$ cat src/rtl/pc_redirect_unit_pkg.sv
// Shared types and defaults for the fetch-stage PC redirect unit.
// Imported by the arbiter and the top-level PC register.
package pc_redirect_unit_pkg;

  localparam int PC_WIDTH_DEF = 16;
  localparam int NUM_SRC_DEF  = 3;
  localparam int PC_STEP_DEF  = 1;

  localparam logic PC_JUMP_ENABLE  = 1'b1;
  localparam logic PC_JUMP_DISABLE = 1'b0;

  typedef enum logic {
    ST_RUN  = 1'b0,
    ST_HOLD = 1'b1
  } state_e;

  function automatic int src_w(input int n);
    return (n <= 1) ? 1 : $clog2(n);
  endfunction

endpackage

$ cat src/rtl/pc_redirect_arb.sv
// Fixed-priority redirect arbiter: lowest source index wins.
// Purely combinational; returns the winner's index and target.
module pc_redirect_arb
  import pc_redirect_unit_pkg::*;
#(
  parameter int PC_WIDTH = PC_WIDTH_DEF,
  parameter int NUM_SRC  = NUM_SRC_DEF,
  parameter int SRC_W    = src_w(NUM_SRC)
) (
  input  logic [NUM_SRC-1:0]          valid_i,
  input  logic [NUM_SRC*PC_WIDTH-1:0] target_i,
  output logic                        any_valid_o,
  output logic [SRC_W-1:0]            win_idx_o,
  output logic [PC_WIDTH-1:0]         win_target_o
);

  // Scan from lowest priority upward so the lowest index is the last write.
  always_comb begin
    any_valid_o  = 1'b0;
    win_idx_o    = '0;
    win_target_o = '0;
    for (int k = NUM_SRC - 1; k >= 0; k--) begin
      if (valid_i[k]) begin
        any_valid_o  = 1'b1;
        win_idx_o    = SRC_W'(k);
        win_target_o = target_i[k*PC_WIDTH +: PC_WIDTH];
      end
    end
  end

endmodule

$ cat src/rtl/pc_redirect_unit.sv
// Architectural PC register with prioritised redirects.
// Redirects seen during a stall are parked and replayed on release.
module pc_redirect_unit
  import pc_redirect_unit_pkg::*;
#(
  parameter int                 PC_WIDTH = PC_WIDTH_DEF,
  parameter int                 NUM_SRC  = NUM_SRC_DEF,
  parameter logic [PC_WIDTH-1:0] RESET_PC = '0,
  parameter int                 PC_STEP  = PC_STEP_DEF,
  parameter int                 SRC_W    = src_w(NUM_SRC)
) (
  input  logic                        clk,
  input  logic                        rst,
  input  logic                        stall_i,
  input  logic [NUM_SRC-1:0]          redirect_valid_i,
  input  logic [NUM_SRC*PC_WIDTH-1:0] redirect_target_i,
  output logic [PC_WIDTH-1:0]         pc_o,
  output logic [PC_WIDTH-1:0]         pc_add_o,
  output logic                        flush_o,
  output logic                        pending_o,
  output logic [SRC_W-1:0]            redirect_src_o
);

  state_e              state_q, state_d;
  logic [PC_WIDTH-1:0] pc_q, pc_d;
  logic                flush_q, flush_d;
  logic [SRC_W-1:0]    src_q, src_d;
  logic [PC_WIDTH-1:0] pend_tgt_q, pend_tgt_d;
  logic [SRC_W-1:0]    pend_idx_q, pend_idx_d;

  logic                live_v;
  logic [SRC_W-1:0]    live_idx;
  logic [PC_WIDTH-1:0] live_tgt;
  logic [PC_WIDTH-1:0] pc_add;
  logic                jump;

  assign pc_add = pc_q + PC_WIDTH'(PC_STEP);

  pc_redirect_arb #(
    .PC_WIDTH (PC_WIDTH),
    .NUM_SRC  (NUM_SRC),
    .SRC_W    (SRC_W)
  ) u_arb (
    .valid_i      (redirect_valid_i),
    .target_i     (redirect_target_i),
    .any_valid_o  (live_v),
    .win_idx_o    (live_idx),
    .win_target_o (live_tgt)
  );

  // State, PC and pending registers; reset wins over everything else.
  always_ff @(posedge clk) begin
    if (rst) begin
      state_q    <= ST_RUN;
      pc_q       <= RESET_PC;
      flush_q    <= 1'b0;
      src_q      <= '0;
      pend_tgt_q <= '0;
      pend_idx_q <= '0;
    end else begin
      state_q    <= state_d;
      pc_q       <= pc_d;
      flush_q    <= flush_d;
      src_q      <= src_d;
      pend_tgt_q <= pend_tgt_d;
      pend_idx_q <= pend_idx_d;
    end
  end

  // Next state: park on a stalled redirect, leave once the stall drops.
  always_comb begin
    state_d = state_q;
    unique case (state_q)
      ST_RUN:  if (stall_i && live_v) state_d = ST_HOLD;
      ST_HOLD: if (!stall_i)          state_d = ST_RUN;
      default: state_d = ST_RUN;
    endcase
  end

  // Datapath: pick at most one PC load source per cycle.
  always_comb begin
    pc_d       = pc_q;
    flush_d    = 1'b0;
    src_d      = src_q;
    pend_tgt_d = pend_tgt_q;
    pend_idx_d = pend_idx_q;
    jump       = PC_JUMP_DISABLE;
    unique case (state_q)
      ST_RUN: begin
        if (!stall_i) begin
          if (live_v) begin
            jump  = PC_JUMP_ENABLE;
            pc_d  = live_tgt;
            src_d = live_idx;
          end else begin
            pc_d = pc_add;
          end
        end else if (live_v) begin
          pend_tgt_d = live_tgt;
          pend_idx_d = live_idx;
        end
      end
      ST_HOLD: begin
        if (stall_i) begin
          if (live_v && (live_idx < pend_idx_q)) begin
            pend_tgt_d = live_tgt;
            pend_idx_d = live_idx;
          end
        end else begin
          jump = PC_JUMP_ENABLE;
          if (live_v && (live_idx <= pend_idx_q)) begin
            pc_d  = live_tgt;
            src_d = live_idx;
          end else begin
            pc_d  = pend_tgt_q;
            src_d = pend_idx_q;
          end
          pend_tgt_d = '0;
          pend_idx_d = '0;
        end
      end
      default: ;
    endcase
    flush_d = jump;
  end

  // Outputs: all registered except the sequential adder.
  always_comb begin
    pc_o           = pc_q;
    pc_add_o       = pc_add;
    flush_o        = flush_q;
    pending_o      = (state_q == ST_HOLD);
    redirect_src_o = src_q;
  end

endmodule
$ cat config.mk
export PLATFORM = sky130hd
export DESIGN_NAME = pc_redirect_unit
export DESIGN_NICKNAME = d
export VERILOG_FILES = /design/src/rtl/pc_redirect_unit_pkg.sv /design/src/rtl/pc_redirect_arb.sv /design/src/rtl/pc_redirect_unit.sv
export SDC_FILE = /design/constraint.sdc
export NUM_CORES = 1
export LEC_CHECK = 0
export CAP_MARGIN = 20
export CORE_ASPECT_RATIO = 1.25
export CORE_UTILIZATION = 49
export CTS_CLUSTER_SIZE = 16
export DETAILED_ROUTE_END_ITERATION = 16
export HOLD_SLACK_MARGIN = 0.08
export PLACE_DENSITY_LB_ADDON = 0.05
export SYNTH_ARGS = -nofsm -noshare
export SYNTH_HDL_FRONTEND = slang
export SYNTH_SLANG_ARGS = --single-unit
export TNS_END_PERCENT = 50
$ cat constraint.sdc
create_clock -name clk -period 6 [get_ports clk]
set_input_delay 1.5 -clock clk [delete_from_list [all_inputs] [get_ports clk]]
set_output_delay 1.5 -clock clk [all_outputs]
set_load 0.05 [all_outputs]
==> flow_summary.rst <==
.. list-table::
   :header-rows: 1

   * - Metric
     - Value
   * - Status
     - completed
   * - Total clock sinks
     - 38
   * - Via count of the routed design
     - between 2000 and 3000
   * - Clk slew on worst S/H paths
     - about 0.070 ns
   * - Post-detailed-routing wire length
     - between 7 and 8 mm
   * - Worst path buffer plus inverter count
     - 1
   * - Post-synthesis net count
     - roughly 360
   * - Async S/R FF share, synth
     - 0%
   * - Post-cts gate resize count
     - 0
   * - Average wire per standard cell
     - between 15 and 20 um
   * - Die span in x
     - approximately 66 um
   * - Summed negative setup slack over all endpoints
     - 0 ns
   * - Clock tree from TritonCTS
     - yes
   * - Warning count from the yosys run
     - 0
   * - Share of the yosys chip area belonging to registers
     - between 20% and 30%
   * - Setup Crit Path Kind
     - input pin to register
   * - Post-CTS setup buffer count
     - 0
   * - Cell chosen for the clock root
     - sky130_fd_sc_hd__clkbuf_8
   * - Number of CTS-inserted buffers
     - 5
   * - Largest delay contributor family on the critical path
     - simple AND/OR/NAND/NOR gates
   * - IO Pins
     - 90
   * - Achievable clock frequency
     - between 200 and 250 MHz
   * - Minimum setup slack among reg-to-reg paths
     - ~3.8 ns
   * - Max-slew headroom
     - about half
   * - Final count of pins violating max slew
     - 0
   * - Worst setup slack before clock tree synthesis
     - 1.36 ns
   * - Crit-path cells
     - clkdlybuf4s50_1 > nor2b_4 > and2_1 > ha_1 > nor2b_4 > o21ai_2 > nand3_2 > nor2_2 > a22o_1
   * - Worst-Skew Late Latency
     - roughly 0.29 ns
   * - Number of standard cells in the layout, taps in and fillers out
     - around 440
   * - Static Leak
     - between 1 and 1.5 nW
   * - DRT iter0 DRCs
     - between 150 and 200
   * - Power Density
     - between 200 and 250 mW/mm^2
   * - Cell type of the slowest stage on the worst timing path
     - sky130_fd_sc_hd__clkdlybuf4s50_1
   * - Post-Syn Instances
     - 298
   * - Most frequent standard cell in the layout excluding fill and tap cells
     - sky130_fd_sc_hd__clkdlybuf4s50_1
   * - Average footprint of a synthesized cell
     - ~8.5 sq um
   * - Critical Path Start Type
     - input pin
   * - Final hold violation count
     - 0
   * - Area growth syn-to-layout
     - 38.2%
   * - Number of placement rows
     - 28
   * - Largest net degree at the start of global routing
     - 32
   * - # H-tree levels
     - 2
   * - Setup WS post-layout
     - approximately 1.6 ns
   * - Most common cell on crit path
     - sky130_fd_sc_hd__nor2b_4
   * - Min Hold Slack
     - approximately 0.48 ns
   * - Cell depth of the worst flop-to-flop path
     - 7
   * - Critical path required time
     - approximately 6.2 ns
   * - Number of global-route vias before repair
     - approximately 2400
   * - Setup skew after layout
     - 0.00457 ns
   * - Number of unique standard cell types used by synthesis
     - between 50 and 60
   * - Min cycle time layout
     - 4.40 ns
   * - Post-DP HPWL
     - around 5.7 mm
   * - GRT Overall Usage
     - 29.1%
   * - Number of port buffers
     - between 80 and 90
   * - Critical R2R Capture
     - pend_tgt_q[5]$_SDFFE_PP0P_
   * - Total cell area at the placement stage
     - between 0.003 and 0.004 sq mm
   * - # nets final
     - approximately 430
   * - Unrepaired setup endpoints after global routing
     - false
   * - Count of state elements after synthesis
     - 38
   * - Number of enable flip-flop cells after synthesis
     - 0
   * - Area enclosed by the die boundary
     - about 0.0055 sq mm
   * - Max Fanout on Critical Path
     - 16
   * - Launch point of the worst hold path
     - pend_tgt_q[14]$_SDFFE_PP0P_
   * - Final weighted congestion in routability-driven placement
     - about 0.86
   * - Total of max-cap violations
     - 0
   * - DIE HEIGHT
     - ~82 um
   * - Finish-stage setup viols
     - 0
   * - DRC violation count after routing
     - 0
   * - Type of destination of the critical path
     - register
   * - Overall overflow remaining after global route
     - 0
   * - Initial core utilization
     - a little over half
   * - CTS max path bufs
     - 2
   * - Min-Delay Endpoint
     - pend_tgt_q[14]$_SDFFE_PP0P_
   * - Post-Layout Inst Area
     - 0.00351 sq mm
   * - Commonest cells after routing, fill and taps aside
     - sky130_fd_sc_hd__clkdlybuf4s50_1, sky130_fd_sc_hd__dfxtp_1, sky130_fd_sc_hd__nand2_1
   * - Core Region
     - approximately 0.005 sq mm
   * - Hold_buf cts
     - 0
   * - Power, Total
     - 769 uW
   * - Critical R2R Launch
     - pend_idx_q[1]$_SDFFE_PP0P_
   * - Number of diodes added for antenna fixing
     - 0
   * - Crit path arrival time
     - ~4.6 ns
   * - Per-cell via count in the routed design
     - between 6 and 7
   * - Fraction of final layout cells with drive strength greater than 1
     - ~8.2%
   * - Number of cells after detailed placement
     - ~430
   * - Worst Hold Depth
     - 1
   * - Most frequently used flop master after synthesis
     - sky130_fd_sc_hd__dfxtp_1
   * - Transition time of the tightest slew-check pin
     - between 0.7 and 0.8 ns
   * - Path type of the worst min-delay path
     - register to register
   * - Post-Route Utilization
     - about 72%
   * - Initial antenna violation count
     - 0
   * - Wire length of the first global-routing pass
     - 11.9 mm
   * - Period utilization
     - between 70% and 80%
   * - Residual antenna-violating net count after detailed routing
     - 0
   * - Netlist area before placement
     - around 0.0025 sq mm
   * - Worst IR drop on VDD
     - between 0.15 and 0.2 mV
   * - Slowest cell delay on critical path
     - 0.71 ns
   * - Router iterations before antenna repair
     - 5
routing by layer:
layer	vias to the layer above	global-route usage (%)	routed length [um]
met5	-	0	0
met4	0	12.8	249
met3	23	4.53	394
met2	105	52.4	4020
met1	1273	33.6	3020
li1	1285	-	-
worst register-to-register path, stage by stage (launching register included):
cell	delay [ns]
sky130_fd_sc_hd__dfxtp_1	0.37
sky130_fd_sc_hd__inv_1	0.06
sky130_fd_sc_hd__ha_1	0.31
sky130_fd_sc_hd__nor2b_4	0.15
sky130_fd_sc_hd__o21ai_2	0.26
sky130_fd_sc_hd__nand3_2	0.15
sky130_fd_sc_hd__nor2_2	0.61
sky130_fd_sc_hd__a22o_1	0.24
kinds of logic (layout without fill, tap and decap cells):
group	count (synthesis)	count (layout)	synth area share (%)
fa+ha+maj	3	3	1.48
mux	2	2	0.788
simple gates	91	91	20.7
compound gates	110	110	34.1
flops	38	38	30.0
buf+inv	40	118	8.13
xor+xnor	14	14	4.83
registers in the layout, summed over array words and instances, names as in the netlist:
signal / flops
pend_idx_q: 2
redirect_src_o: 2
pend_tgt_q: 16
pc_o: 16
flush_o: 1
pending_o: 1
how the worst max path moves through the flow:
stage | from | to | slack [ns] | cells after the start
detailed placement | redirect_valid_i[2] | pend_tgt_q[3]$_SDFFE_PP0P_ | 1.36 | 9
global route | redirect_valid_i[2] | pend_tgt_q[4]$_SDFFE_PP0P_ | 1.50 | 9
floorplan | pc_o[0]$_SDFFE_PP0P_ | pc_add_o[14] | 2.17 | 5
global placement | redirect_valid_i[2] | pend_tgt_q[10]$_SDFFE_PP0P_ | 1.46 | 9
finish | redirect_valid_i[2] | pend_tgt_q[5]$_SDFFE_PP0P_ | 1.60 | 9
CTS | redirect_valid_i[2] | pend_tgt_q[13]$_SDFFE_PP0P_ | 1.64 | 9
cells in the mapped netlist, types with 4 or more instances:
cell type | instances | share of area (%)
sky130_fd_sc_hd__nor2_1 | 18 | 2.7
sky130_fd_sc_hd__o21bai_1 | 4 | 1.2
sky130_fd_sc_hd__a221oi_1 | 17 | 5.9
sky130_fd_sc_hd__buf_6 | 4 | 1.8
sky130_fd_sc_hd__nor2b_1 | 5 | 1.2
sky130_fd_sc_hd__nand2_1 | 24 | 3.5
sky130_fd_sc_hd__o32ai_1 | 6 | 2.1
sky130_fd_sc_hd__a221oi_2 | 4 | 2.4
sky130_fd_sc_hd__a31oi_1 | 6 | 1.5
sky130_fd_sc_hd__clkbuf_1 | 4 | 0.59
sky130_fd_sc_hd__nor3_1 | 6 | 1.2
sky130_fd_sc_hd__a22o_1 | 16 | 5.5
sky130_fd_sc_hd__inv_1 | 18 | 2.7
sky130_fd_sc_hd__o21ai_0 | 10 | 2.0
sky130_fd_sc_hd__and3_1 | 4 | 0.99
sky130_fd_sc_hd__nand3_1 | 4 | 0.79
sky130_fd_sc_hd__buf_2 | 9 | 1.8
sky130_fd_sc_hd__dfxtp_1 | 38 | 30
sky130_fd_sc_hd__a211oi_1 | 5 | 1.5
sky130_fd_sc_hd__buf_4 | 4 | 1.2
sky130_fd_sc_hd__a22oi_1 | 8 | 2.4
sky130_fd_sc_hd__a21oi_1 | 18 | 3.5
sky130_fd_sc_hd__xnor2_1 | 12 | 4.1
power breakdown:
| part | total (mW) | switching [mW] | internal [mW] |
|---|---|---|---|
| combinational | 0.258 | 0.151 | 0.106 |
| sequential | 0.289 | 0.0192 | 0.270 |
| clock | 0.222 | 0.0891 | 0.133 |
final cells by class:
class	count	area (sq um)
multi-input cells	220	1570
fillers	401	1360
repair buffers	93	921
flip-flops and latches	38	761
clock buffers	6	82.6
well taps	60	75.1
inverters	18	67.6
clock inverters	1	30.0
No activity file was read; power rests on OpenSTA's default activity.
